## config.mk

```make
export PLATFORM = sky130hd
export DESIGN_NAME = ddr3_refresh_sched
export DESIGN_NICKNAME = d
export VERILOG_FILES = /design/src/rtl/ddr3_refresh_sched.sv
export SDC_FILE = /design/constraint.sdc
export NUM_CORES = 1
export LEC_CHECK = 0
export ABC_AREA = 1
export CORE_UTILIZATION = 49
export DETAILED_ROUTE_END_ITERATION = 8
export PLACE_DENSITY = 0.7
export SYNTH_ARGS = -nofsm -noshare
export SYNTH_HDL_FRONTEND = slang
export SYNTH_SLANG_ARGS = --single-unit
```

## constraint.sdc

```tcl
create_clock -name clock -period 2.6 [get_ports clock]
set_input_delay 0.52 -clock clock [delete_from_list [all_inputs] [get_ports clock]]
set_output_delay 0.52 -clock clock [all_outputs]
set_load 0.03 [all_outputs]
```

## src/rtl/ddr3_refresh_sched.sv

```systemverilog
// ddr3_refresh_sched
//   Decides when a DDR3 controller should issue REFRESH commands. A free-running
//   tREFI tick counter adds one owed refresh per interval. Owed refreshes are
//   requested only while the controller is idle. Once MAX_POSTPONE refreshes are
//   owed, the scheduler forces an urgent drain that ignores busy_i.
//
// Ports
//   clock      rising-edge clock
//   arst_n     asynchronous active-low reset
//   en_i       scheduler enable (high once DDR3 init is done)
//   busy_i     read/write traffic pending at the controller
//   ref_req_o  registered refresh request to the command FSM
//   ref_ack_i  one-cycle pulse: a REFRESH command was issued
//   urgent_o   registered; high while in forced-drain mode
//   pend_o     refreshes owed, 0..MAX_POSTPONE
//   err_o      sticky: a tick was lost because the owed count was saturated
module ddr3_refresh_sched #(
  parameter int DDR_FREQ_MHZ = 100,
  parameter int TREFI_NS     = 7800,
  parameter int MAX_POSTPONE = 8
) (
  input  logic       clock,
  input  logic       arst_n,
  input  logic       en_i,
  input  logic       busy_i,
  output logic       ref_req_o,
  input  logic       ref_ack_i,
  output logic       urgent_o,
  output logic [3:0] pend_o,
  output logic       err_o
);

  localparam int TREFI_CYC = DDR_FREQ_MHZ * TREFI_NS / 1000;
  localparam int CNT_W     = (TREFI_CYC > 1) ? $clog2(TREFI_CYC) : 1;
  localparam logic [CNT_W-1:0] CNT_RELOAD = CNT_W'(TREFI_CYC - 1);
  localparam logic [3:0]       PEND_MAX   = 4'(MAX_POSTPONE);

  localparam logic [1:0] ST_IDLE  = 2'd0;
  localparam logic [1:0] ST_REQ   = 2'd1;
  localparam logic [1:0] ST_DRAIN = 2'd2;

  logic [CNT_W-1:0] cnt_q, cnt_d;
  logic [3:0]       pend_q, pend_d;
  logic [1:0]       state_q, state_d;
  logic             ref_req_q, ref_req_d;
  logic             urgent_q, urgent_d;
  logic             err_q, err_d;

  logic tick, ack_acc, can_req_now, can_req_post;

  // tREFI tick counter: parks at the reload value while disabled
  always_comb begin
    tick  = en_i && (cnt_q == '0);
    cnt_d = cnt_q;
    if (!en_i || cnt_q == '0) cnt_d = CNT_RELOAD;
    else                      cnt_d = cnt_q - 1'b1;
  end

  // Owed-refresh counter. A tick and an accepted ack cancel each other, so a
  // saturated count is not flagged as lost when an ack lands on the tick.
  always_comb begin
    ack_acc = ref_ack_i && ref_req_q;
    pend_d  = pend_q;
    err_d   = err_q;
    if (!en_i) begin
      pend_d = '0;
      err_d  = 1'b0;
    end else if (tick && !ack_acc) begin
      if (pend_q < PEND_MAX) pend_d = pend_q + 1'b1;
      else                   err_d  = 1'b1;
    end else if (!tick && ack_acc && pend_q != '0) begin
      pend_d = pend_q - 1'b1;
    end
  end

  // Leaving IDLE uses the registered count (one cycle of latency after the
  // tick); re-arming after an ack and entering DRAIN use the updated count.
  always_comb begin
    can_req_now  = (pend_q != '0) && (pend_q < PEND_MAX) && !busy_i;
    can_req_post = (pend_d != '0) && (pend_d < PEND_MAX) && !busy_i;
    state_d      = state_q;
    if (!en_i) begin
      state_d = ST_IDLE;
    end else begin
      case (state_q)
        ST_IDLE: begin
          if (pend_d == PEND_MAX) state_d = ST_DRAIN;
          else if (can_req_now)   state_d = ST_REQ;
        end
        ST_REQ: begin
          if (pend_d == PEND_MAX) state_d = ST_DRAIN;
          else if (ack_acc)       state_d = can_req_post ? ST_REQ : ST_IDLE;
        end
        ST_DRAIN: begin
          if (ack_acc && pend_d == '0) state_d = ST_IDLE;
        end
        default: state_d = ST_IDLE;
      endcase
    end
    ref_req_d = (state_d != ST_IDLE);
    urgent_d  = (state_d == ST_DRAIN);
  end

  always_ff @(posedge clock or negedge arst_n) begin
    if (!arst_n) begin
      cnt_q     <= CNT_RELOAD;
      pend_q    <= '0;
      state_q   <= ST_IDLE;
      ref_req_q <= 1'b0;
      urgent_q  <= 1'b0;
      err_q     <= 1'b0;
    end else begin
      cnt_q     <= cnt_d;
      pend_q    <= pend_d;
      state_q   <= state_d;
      ref_req_q <= ref_req_d;
      urgent_q  <= urgent_d;
      err_q     <= err_d;
    end
  end

  assign ref_req_o = ref_req_q;
  assign urgent_o  = urgent_q;
  assign pend_o    = pend_q;
  assign err_o     = err_q;

endmodule

```

* Word-level counts from Yosys, hierarchy flattened
Cells that the tools add are included.
** Operators by class
- Add/subtract/negate cells :: 3
- Magnitude comparators :: 2
- Equal/unequal tests :: 6
- Mux-type cells :: 16
- Reductions and logical operators :: 22
** Operators with widths (count)
- two-way mux 4 bit :: 4
- two-way mux 2 bit :: 6
- logical AND 1 bit :: 10
- zero test 10 bit :: 1
- two-way mux 10 bit :: 1
- subtractor 10 x 1 -> 10 bit, second input constant :: 1
- less-than comparator 4 bit, second input constant :: 2
- nonzero test 4 bit :: 2
- one-hot mux 2 bit (3 select lines) :: 1
- adder 4 x 1 -> 4 bit, second input constant :: 1
- equality test 2 bit, second input constant :: 2
- equality test 4 bit, second input constant :: 1
- zero test 1 bit :: 4
- zero test 4 bit :: 1
- two-way mux 1 bit :: 4
- subtractor 4 x 1 -> 4 bit, second input constant :: 1
- equality test 2 x 1 -> 1 bit, second input constant :: 1
- zero test 2 bit :: 1
- inequality test 2 x 1 -> 1 bit, second input constant :: 1
- inequality test 2 bit, second input constant :: 1
- AND reduction 2 bit :: 1
- nonzero test 2 bit :: 1
- logical OR 1 bit :: 1
** Word-level totals
- Bits in registers :: 19
- Input port bits :: 5
- Word-level logic and storage cells :: 55

* Logic depth before layout (Yosys ltp)
Gate-level depths: netlist of the first run.
- Depth after elaboration :: 17
- Mapped depth :: 17

* Worst setup path after synthesis of the first run
Ideal clock, no wire load.
- Path kind :: reg2reg
- Start point :: reg pend_q[0], in the netlist pend_o[0]
- End point :: reg ref_req_q, in the netlist ref_req_o
- Setup time :: 0.118 ns
- Data arrival time :: 1.909 ns
- Required time :: 2.482 ns
- Setup slack :: 0.574 ns
- Stages on the path, launching flop included :: 17
- Period minus slack after synthesis :: 2.026 ns
- Cell sequence :: dfrtp_1 -> inv_1 -> ha_1 -> inv_1 -> nor2_1 -> nand2_1 -> nand3_2 -> nand2_1 -> inv_2 -> nor2_2 -> nor2_4 -> nor2_4 -> nand3_2 -> nand2_1 -> nand2_1 -> nand2_1 -> nand2_1
** On the way
- Cells in the longest elaborated chain, start to end :: 14
- Elaborated cells between the ends (all ways) :: 27
** RTL lines
- start: declaration :: RTL line 43 : logic [3:0] pend_q, pend_d;
- start signal: assignment :: RTL line 114 : pend_q <= pend_d;
- branches (longest 3 deep; another with subtractor 4 x 1 -> 4 bit)
- two-way mux 4 bit (*) :: RTL line 68 : end else if (tick && !ack_acc) begin
- two-way mux 4 bit (*) :: RTL line 65 : if (!en_i) begin
- net pend_d[1] :: RTL line 43
- less-than comparator 4 bit / nonzero test 4 bit (equally long branches) :: RTL line 80 : can_req_post = (pend_d != '0) && (pend_d < PEND_MAX) && !busy_i;
- logical AND 1 bit (2 in series) :: RTL line 80
- two-way mux 1 bit :: RTL line 92 : else if (ack_acc) state_d = can_req_post ? ST_REQ : ST_IDLE;
- two-way mux 2 bit :: RTL line 92
- two-way mux 2 bit :: RTL line 91 : if (pend_d == PEND_MAX) state_d = ST_DRAIN;
- one-hot mux 2 bit (3 select lines) (*) :: RTL line 85 : case (state_q)
- two-way mux 2 bit (*) :: RTL line 82 : if (!en_i) begin
- nonzero test 2 bit (*) :: RTL line 100 : ref_req_d = (state_d != ST_IDLE);
- net ref_req_d :: RTL line 45 : logic ref_req_q, ref_req_d;
- end signal: assignment :: RTL line 116 : ref_req_q <= ref_req_d;
- end: declaration :: RTL line 45
Mark *: on every way through the listed nets, which the timed path passes.
A chain may end at the register's enable or synchronous reset.

* Worst setup path in the final report of the first run
- Start point :: in en_i
- End point :: reg ref_req_q, in the netlist ref_req_o
** On the way
- Cells in the longest elaborated chain, start to end :: 16
- Elaborated cells between the ends (all ways) :: 23
** RTL lines
- start: declaration :: RTL line 24 : input logic en_i,
- logical AND 1 bit :: RTL line 53 : tick = en_i && (cnt_q == '0);
- zero test 1 bit :: RTL line 71 : end else if (!tick && ack_acc && pend_q != '0) begin
- logical AND 1 bit (2 in series) :: RTL line 71
- two-way mux 4 bit :: RTL line 71
- two-way mux 4 bit :: RTL line 68
- two-way mux 4 bit :: RTL line 65
- less-than comparator 4 bit / nonzero test 4 bit (equally long branches) :: RTL line 80
- logical AND 1 bit (2 in series) :: RTL line 80
- two-way mux 1 bit :: RTL line 92
- two-way mux 2 bit :: RTL line 92
- two-way mux 2 bit :: RTL line 91
- one-hot mux 2 bit (3 select lines) :: RTL line 85
- two-way mux 2 bit (*) :: RTL line 82
- nonzero test 2 bit (*) :: RTL line 100
- net ref_req_d :: RTL line 45
The timed path passes the listed nets; every way through them passes the cells marked *.

==> qor_table.md, run 1 <==
| Metric | Value |
|:---|:---|
| Startpoint kind of the worst setup timing path | input pin |
| Routability congestion estimate from global placement | 0.9177 |
| Min-delay src | cnt_q[0] |
| Violation count after the first detailed-route iteration | 49 |
| Top FF cell, synth | sky130_fd_sc_hd__dfrtp_1 |
| Total count of max-transition violations in the final report | 0 |
| CTS Buffer Depth | 2 |
| Post-synthesis to final-layout area growth | 13.15% |
| Buffer count from post-CTS setup fixing | 0 |
| Reg2Reg Depth | 15 |
| Element type at the critical path end | flip-flop |
| Clock transition at the registers of the reported paths | 0.11 ns |
| Cts repair resizes | 0 |
| Terminating pin of the worst hold path | cnt_q[0] |
| IO buf count | 11 |
| TritonCTS clock tree | built |
| Horizontal extent of the die | 53.58 um |
| Seq/Total Area, Yosys | 0.3695 |
| # IOs | 12 |
| Die outline area | 0.002871 mm2 |
| Worst clock skew | 0.004412 ns |
| Lkg Pwr | 0.7343 nW |
| Count of standard-cell rows | 18 |
| Multi-input gate area in the final layout | 679.4 um2 |
| Final Hold Viols | 0 |
| Inserted Diodes | 0 |
| Layout Nets | 190 |
| # Max-Cap Violations | 0 |
| Crit Path Category | in -> reg |
| Power density cells | 340.2 mW/mm2 |
| Placed Instance Area | 0.001449 mm2 |
| Insertion delay to the later sink of the worst-skew pair | 0.29 ns |
| Mapped Nets | 172 |
| Overall overflow remaining after global route | 0 |
| Post-route DRC violation count | 0 |
| Count of fill cells added during filler insertion | 224 |
| Number of antenna violations at the first check in global routing | 0 |
| Cell count of the worst hold path | 1 |
| Commonest cells in the netlist | sky130_fd_sc_hd__nand2_1, sky130_fd_sc_hd__inv_1, sky130_fd_sc_hd__dfrtp_1, sky130_fd_sc_hd__nor2_1, sky130_fd_sc_hd__nand3_1 |
| Largest area contributor in the synthesized netlist | sky130_fd_sc_hd__dfrtp_1 |
| Slew Limit Headroom | 0.6795 |
| Hold bufs inserted after CTS | 0 |
| Largest driver fanout on the critical path | 6 |
| Cells after Synth | 163 |
| Max frequency | 456.8 MHz |
| Result of the run | finished, final reports clean |
| Share of async-settable or async-resettable flops after synthesis | 1.000 |
| Initial core utilization | 0.5215 |
| Share of final-layout standard cells stronger than drive strength 1 | 0.2111 |
| Drt via density | 5.157 |
| Clock tree sinks | 19 |
| Vias after detailed routing | 1,083 |
| Maximum number of pins on one net before global-route repair | 20 |
| Reg area | 481.7 um2 |
| Number of distinct standard cells referenced by the synthesized netlist | 28 |
| Min-Delay Path Class | reg -> reg |
| Syn Area/Cell | 7.998 um2 |
| Seq cells post-synth | 19 |
| Worst reg2reg path startpoint | cnt_q[0] |
| Post-route minimum period | 2.189 ns |
| RSZ-0062 raised after global routing | no |
| EDFF count, synth | 0 |
| Vertical extent of the die | 53.58 um |
| Required time reported for the critical path endpoint | 2.80 ns |
| Number of endpoints failing setup at the final stage | 0 |
| Via count of the first global-routing pass | 1,045 |
| Count of TritonRoute iterations in the first routing pass | 4 |
| All-Layer GR Usage | 0.2086 |
| Most repeated cell in the gate-level netlist after synthesis | sky130_fd_sc_hd__nand2_1 |
| Final routed wirelength across all metal layers | 2598 um |
| Count of antenna-violating nets left after detailed routing | 0 |
| Biggest area contributors in the synthesized netlist | sky130_fd_sc_hd__dfrtp_1, sky130_fd_sc_hd__dfstp_2, sky130_fd_sc_hd__nand2_1, sky130_fd_sc_hd__inv_1, sky130_fd_sc_hd__nand3_1 |
| Placeable core region | 0.002500 mm2 |
| Half-perimeter wire length after placement | 2038 um |
| Clk Tree Root Cell | sky130_fd_sc_hd__clkbuf_4 |
| Worst slack on hold paths | 0.4657 ns |
| Max H-tree Level | 1 |
| Peak ir drop on the vdd network | 0.2720 mV |
| Part of the cycle the worst path needs | 0.8421 |
| Post-Synthesis Cell Area | 0.001304 mm2 |
| Arrival time at the worst endpoint | 2.39 ns |
| Slew at the pin closest to its max-slew limit | 0.4790 ns |
| R2R Setup Slk | 0.53 ns |
| First-pass GRT wire length | 4305 um |
| Number of buffers added by the clock tree synthesis step | 3 |
| Final cell area excluding filler cells | 0.001475 mm2 |
| Warnings from Yosys | 0 |
| Average detailed-routed wire length per instance | 12.37 um |
| Fraction of post-synthesis cell area in the top cell type by area | 0.2687 |
| Setup TNS | 0 ns |
| R2R Path End | ref_req_o |
==> metal layers <==
layer,up-vias,GRT usage,routed length [um]
li1,558,-,-
met1,495,0.2931,1297
met5,-,0,0
met2,28,0.3208,1184
met4,0,0.07018,18
met3,2,0.03955,98
==> kinds of logic (layout without fill, tap and decap cells) <==
group	Yosys count	count (layout)	synth area share
AO/OA/AOI/OAI	15	15	0.06527
XOR/XNOR	5	5	0.03360
adder cells (fa/ha/maj)	4	4	0.03839
buffers and inverters	28	45	0.1094
flip-flops	19	19	0.3695
AND/OR/NAND/NOR	92	92	0.3839
==> stage by stage <==
stage          setup WS (ns)  total power, mW  cells    util
2_1_floorplan         0.5736           0.3416    163       -
3_3_place_gp          0.1344           0.3567    206  0.5796
3_5_place_dp          0.1134           0.3581    206  0.5796
4_1_cts               0.4272           0.5111    210  0.5901
5_1_grt               0.3121           0.5229    210  0.5901
6_report              0.4106           0.5018    210  0.5901
==> worst max-delay path, cell delays in order <==
cell,delay (ns)
sky130_fd_sc_hd__clkdlybuf4s50_1,0.65
sky130_fd_sc_hd__inv_4,0.08
sky130_fd_sc_hd__nor3_4,0.27
sky130_fd_sc_hd__nand2_2,0.14
sky130_fd_sc_hd__nor2_1,0.13
sky130_fd_sc_hd__nor2_1,0.07
sky130_fd_sc_hd__nand2_2,0.09
sky130_fd_sc_hd__nand3_1,0.08
sky130_fd_sc_hd__o21bai_1,0.13
sky130_fd_sc_hd__nand2_1,0.08
sky130_fd_sc_hd__nand2_2,0.08
sky130_fd_sc_hd__nand2_1,0.06
==> worst max path at each step <==
stage | end | startpoint | depth (start not counted)
after global routing | ref_req_o | en_i | 12
after detailed placement | ref_req_o | en_i | 12
after global placement | ref_req_o | en_i | 12
final | ref_req_o | en_i | 12
after CTS | ref_req_o | en_i | 12
after floorplan | ref_req_o | pend_o[0] | 16
==> cell type report <==
type                            count  share of cell area
Tap cell                           30             0.02545
Sequential cell                    19              0.3265
Inverter                           27             0.07973
Timing Repair Buffer               14             0.08991
Clock buffer                        4             0.01781
Multi-Input combinational cell    116              0.4606
==> sequential cells by signal (all words and copies together) (netlist names) <==
signal / cells
err_o: 1
pend_o: 4
state_q: 2
cnt_q: 10
urgent_o: 1
ref_req_o: 1
==> power by group <==
group	leakage, nW	internal, mW	switching (mW)	total (mW)
Clock	0.0150	0.0597	0.0901	0.150
Combinational	0.471	0.0169	0.0271	0.0440
Sequential	0.248	0.304	0.00447	0.308
==> placed cells by master, fill, tap and decap left out <==
master                            netlist  final
sky130_fd_sc_hd__clkdlybuf4s50_1        0     11
sky130_fd_sc_hd__clkinv_1               1      1
sky130_fd_sc_hd__nand4_1                6      6
sky130_fd_sc_hd__a41oi_1                1      1
sky130_fd_sc_hd__nand3_4                1      1
sky130_fd_sc_hd__inv_4                  1      1
sky130_fd_sc_hd__nand3_1               13     13
sky130_fd_sc_hd__nor4_1                 1      1
sky130_fd_sc_hd__o21bai_1               1      1
sky130_fd_sc_hd__clkbuf_4               0      3
sky130_fd_sc_hd__nor2_1                14     14
sky130_fd_sc_hd__nor2_4                 4      4
sky130_fd_sc_hd__dfrtp_1               14     14
sky130_fd_sc_hd__nor2_2                 5      5
sky130_fd_sc_hd__dfstp_2                5      5
sky130_fd_sc_hd__nand3_2                6      6
sky130_fd_sc_hd__a21oi_1                6      6
sky130_fd_sc_hd__clkbuf_1               0      1
sky130_fd_sc_hd__a21oi_2                1      1
sky130_fd_sc_hd__nor3_1                 2      2
sky130_fd_sc_hd__ha_1                   4      4
sky130_fd_sc_hd__o21ai_0                6      6
sky130_fd_sc_hd__nor3_4                 1      1
sky130_fd_sc_hd__inv_1                 22     22
sky130_fd_sc_hd__nand2_2                5      5
sky130_fd_sc_hd__xor2_1                 3      3
sky130_fd_sc_hd__xnor2_1                2      2
sky130_fd_sc_hd__inv_2                  2      2
sky130_fd_sc_hd__bufinv_8               1      1
sky130_fd_sc_hd__buf_4                  0      3
sky130_fd_sc_hd__nand2_1               34     34
No activity file was read; power rests on OpenSTA's default activity.
==> run 2: changes to the inputs <==
clock period = 2.1 ns   (was 2.6 ns; I/O delays follow)
==> run 2 against run 1 <==
  * Global-route usage is 0.97 points higher
  * Die area stayed put
  * Via count is 7.8% higher
  * Count of clock-buffer cells in the layout is 1 lower
  * Sequential power is 24% higher
  * Combinational power is 58% higher
  * Sequential share of layout area is 3.9 points lower
  * Non-clock buffer count is 16 higher
  * Routed wire length is 11% higher
  * Worst setup slack worse by 0.38 ns
==> qor_table.md, run 2 (synthesized netlist as in run 1, its figures left out) <==
| Metric | Value |
|:---|:---|
| Worst reg2reg path startpoint | cnt_q[0] |
| Register with the most flip-flops | cnt_q |
| Flip-flop count of the largest register after layout | 10 |
| Element type at the critical path end | flip-flop |
| All-Layer GR Usage | 0.2183 |
| Post-route minimum period | 2.065 ns |
| Count of antenna-violating nets left after detailed routing | 0 |
| Arrival time at the worst endpoint | 2.25 ns |
| Most frequent standard cell in the layout excluding fill and tap cells | sky130_fd_sc_hd__nand2_1 |
| Final cell area excluding filler cells | 0.001677 mm2 |
| Max frequency | 484.3 MHz |
| Half-perimeter wire length after placement | 2062 um |
| Drt via density | 5.164 |
| Crit Path Category | reg -> reg |
| Routed length on met1 | 1373 um |
| Insertion delay to the later sink of the worst-skew pair | 0.29 ns |
| Slew at the pin closest to its max-slew limit | 0.4347 ns |
| Number of endpoints failing setup at the final stage | 0 |
| Startpoint kind of the worst setup timing path | flip-flop |
| Number of buffers added by the clock tree synthesis step | 3 |
| Clock transition at the registers of the reported paths | 0.11 ns |
| Last element of the critical path | ref_req_o |
| Placeable core region | 0.002500 mm2 |
| Min-Delay Path Class | in -> async |
| Horizontal extent of the die | 53.58 um |
| Final routed wirelength across all metal layers | 2880 um |
| Inserted Diodes | 0 |
| First-pass GRT wire length | 4512 um |
| Vias after detailed routing | 1,167 |
| Commonest cells after routing, fill and taps aside | sky130_fd_sc_hd__nand2_1, sky130_fd_sc_hd__inv_1, sky130_fd_sc_hd__buf_4 |
| Metal2 WL | 1383 um |
| Lkg Pwr | 0.8397 nW |
| IO buf count | 11 |
| Share of final-layout standard cells stronger than drive strength 1 | 0.3571 |
| Largest driver fanout on the critical path | 6 |
| Peak ir drop on the vdd network | 0.3749 mV |
| # Max-Cap Violations | 0 |
| Placed Instance Area | 0.001516 mm2 |
| Routability congestion estimate from global placement | 0.8967 |
| Post-route worst setup slack | 0.03536 ns |
| CTS Buffer Depth | 2 |
| R2R Setup Slk | 0.04 ns |
| Layout Nets | 206 |
| Beginning of the critical path | cnt_q[0] |
| Power density cells | 378.9 mW/mm2 |
| Post-route DRC violation count | 0 |
| WL met3 | 107 um |
| Via count of the first global-routing pass | 1,052 |
| Clk Tree Root Cell | sky130_fd_sc_hd__clkbuf_4 |
| Part of the cycle the worst path needs | 0.9832 |
| Average detailed-routed wire length per instance | 12.74 um |
| Count of TritonRoute iterations in the first routing pass | 4 |
| Reg2Reg Depth | 15 |
| Initial core utilization | 0.5215 |
| Max H-tree Level | 1 |
| Required time reported for the critical path endpoint | 2.29 ns |
| Clock tree sinks | 19 |
| Placement-stage worst setup slack | -0.1561 ns |
| Total count of max-transition violations in the final report | 0 |
| Post-synthesis to final-layout area growth | 28.60% |
| Vertical extent of the die | 53.58 um |
| Hold bufs inserted after CTS | 0 |
| Overall overflow remaining after global route | 0 |
| Count of standard-cell rows | 18 |
| R2R Path End | ref_req_o |
| Uppermost layer routed | met4 |
| Maximum number of pins on one net before global-route repair | 20 |
| Die outline area | 0.002871 mm2 |
| Result of the run | finished, final reports clean |
| RSZ-0062 raised after global routing | yes |
| Violation count after the first detailed-route iteration | 30 |
| Number of antenna violations at the first check in global routing | 0 |
| # IOs | 12 |
| Post-Route Utilization | 0.6707 |
| Worst clock skew | 0.003193 ns |
| Slew Limit Headroom | 0.7080 |
| Final Hold Viols | 0 |
| TritonCTS clock tree | built |
## run 2: changes by cell type in the layout (fill, tap and decap cells not counted), moves of 2 or more
| cell | delta |
|---|---|
| sky130_fd_sc_hd__buf_4 | +16 |
| sky130_fd_sc_hd__nand3_1 | -5 |
| sky130_fd_sc_hd__inv_2 | +4 |
| sky130_fd_sc_hd__inv_1 | -3 |
| sky130_fd_sc_hd__nand2_1 | -3 |
| sky130_fd_sc_hd__nand3_2 | +3 |
| sky130_fd_sc_hd__ha_1 | -2 |
| sky130_fd_sc_hd__nand2_4 | +2 |
| sky130_fd_sc_hd__nand3_4 | +2 |
## run 2: worst min-delay path by stage
stage                     startpoint  cells past startpoint   endpoint  slack [ns]
after detailed placement    cnt_q[0]                      1   cnt_q[0]        0.44
after global placement      cnt_q[0]                      1   cnt_q[0]        0.44
after global routing          arst_n                      2  pend_o[3]        0.46
final                         arst_n                      2   cnt_q[5]        0.45
after floorplan               arst_n                      0   cnt_q[2]        0.12
after CTS                     arst_n                      2  pend_o[3]        0.44
## run 2: through the flow
| step | hold slack, ns | std cells | total power, mW | TNS (ns) |
|---|---|---|---|---|
| after floorplan | 0.1244 | 163 | 0.4229 | 0 |
| after global placement | 0.4359 | 215 | 0.4466 | -0.2829 |
| after detailed placement | 0.4425 | 215 | 0.4480 | -0.4893 |
| after CTS | 0.4422 | 224 | 0.6378 | 0 |
| after global routing | 0.4607 | 226 | 0.6657 | -0.04878 |
| final | 0.4463 | 226 | 0.6352 | 0 |
## run 2: area by class of cell
cell class,instances,area [um2]
fill,189,823.3
multi-input combinational,116,759.5
sequential,19,481.7
timing repair buffer,30,252.7
inverter,27,117.6
tap,30,37.54
clock buffer,3,22.52
clock inverter,1,5.005
## run 2: worst max-delay path, cell delays in order, from the launching register on
cell and delay, ns:
sky130_fd_sc_hd__dfstp_2 0.55, sky130_fd_sc_hd__inv_2 0.05, sky130_fd_sc_hd__ha_4 0.15, sky130_fd_sc_hd__inv_2 0.06
sky130_fd_sc_hd__nor2_4 0.04, sky130_fd_sc_hd__buf_4 0.14, sky130_fd_sc_hd__nand3_4 0.12, sky130_fd_sc_hd__nand3_4 0.13
sky130_fd_sc_hd__nand3_2 0.11, sky130_fd_sc_hd__nand2_1 0.07, sky130_fd_sc_hd__nor2_2 0.18, sky130_fd_sc_hd__nor2_4 0.07
sky130_fd_sc_hd__nand3_1 0.07, sky130_fd_sc_hd__nand2_1 0.06, sky130_fd_sc_hd__nand2_2 0.09, sky130_fd_sc_hd__nand2_1 0.06
## run 2: routing by layer
metal  vias to the layer above  track usage
li1                        588            -
met1                       552       0.3149
met2                        25       0.3479
met3                         2      0.01977
met4                         0      0.06140
met5                         -            0
## run 2: timing repair
item | in CTS | in global routing
endpoints found under the setup margin | 1 | 4
setup buffers | 5 | 2
pin swaps | 9 | 12
resized for setup | 7 | 14
endpoints found under the hold margin | 0 | 0
## run 2: power by group
group | internal, mW | switching (mW)
Combinational | 0.0305 | 0.0388
Clock | 0.0707 | 0.113
Sequential | 0.376 | 0.00628
Total | 0.477 | 0.158
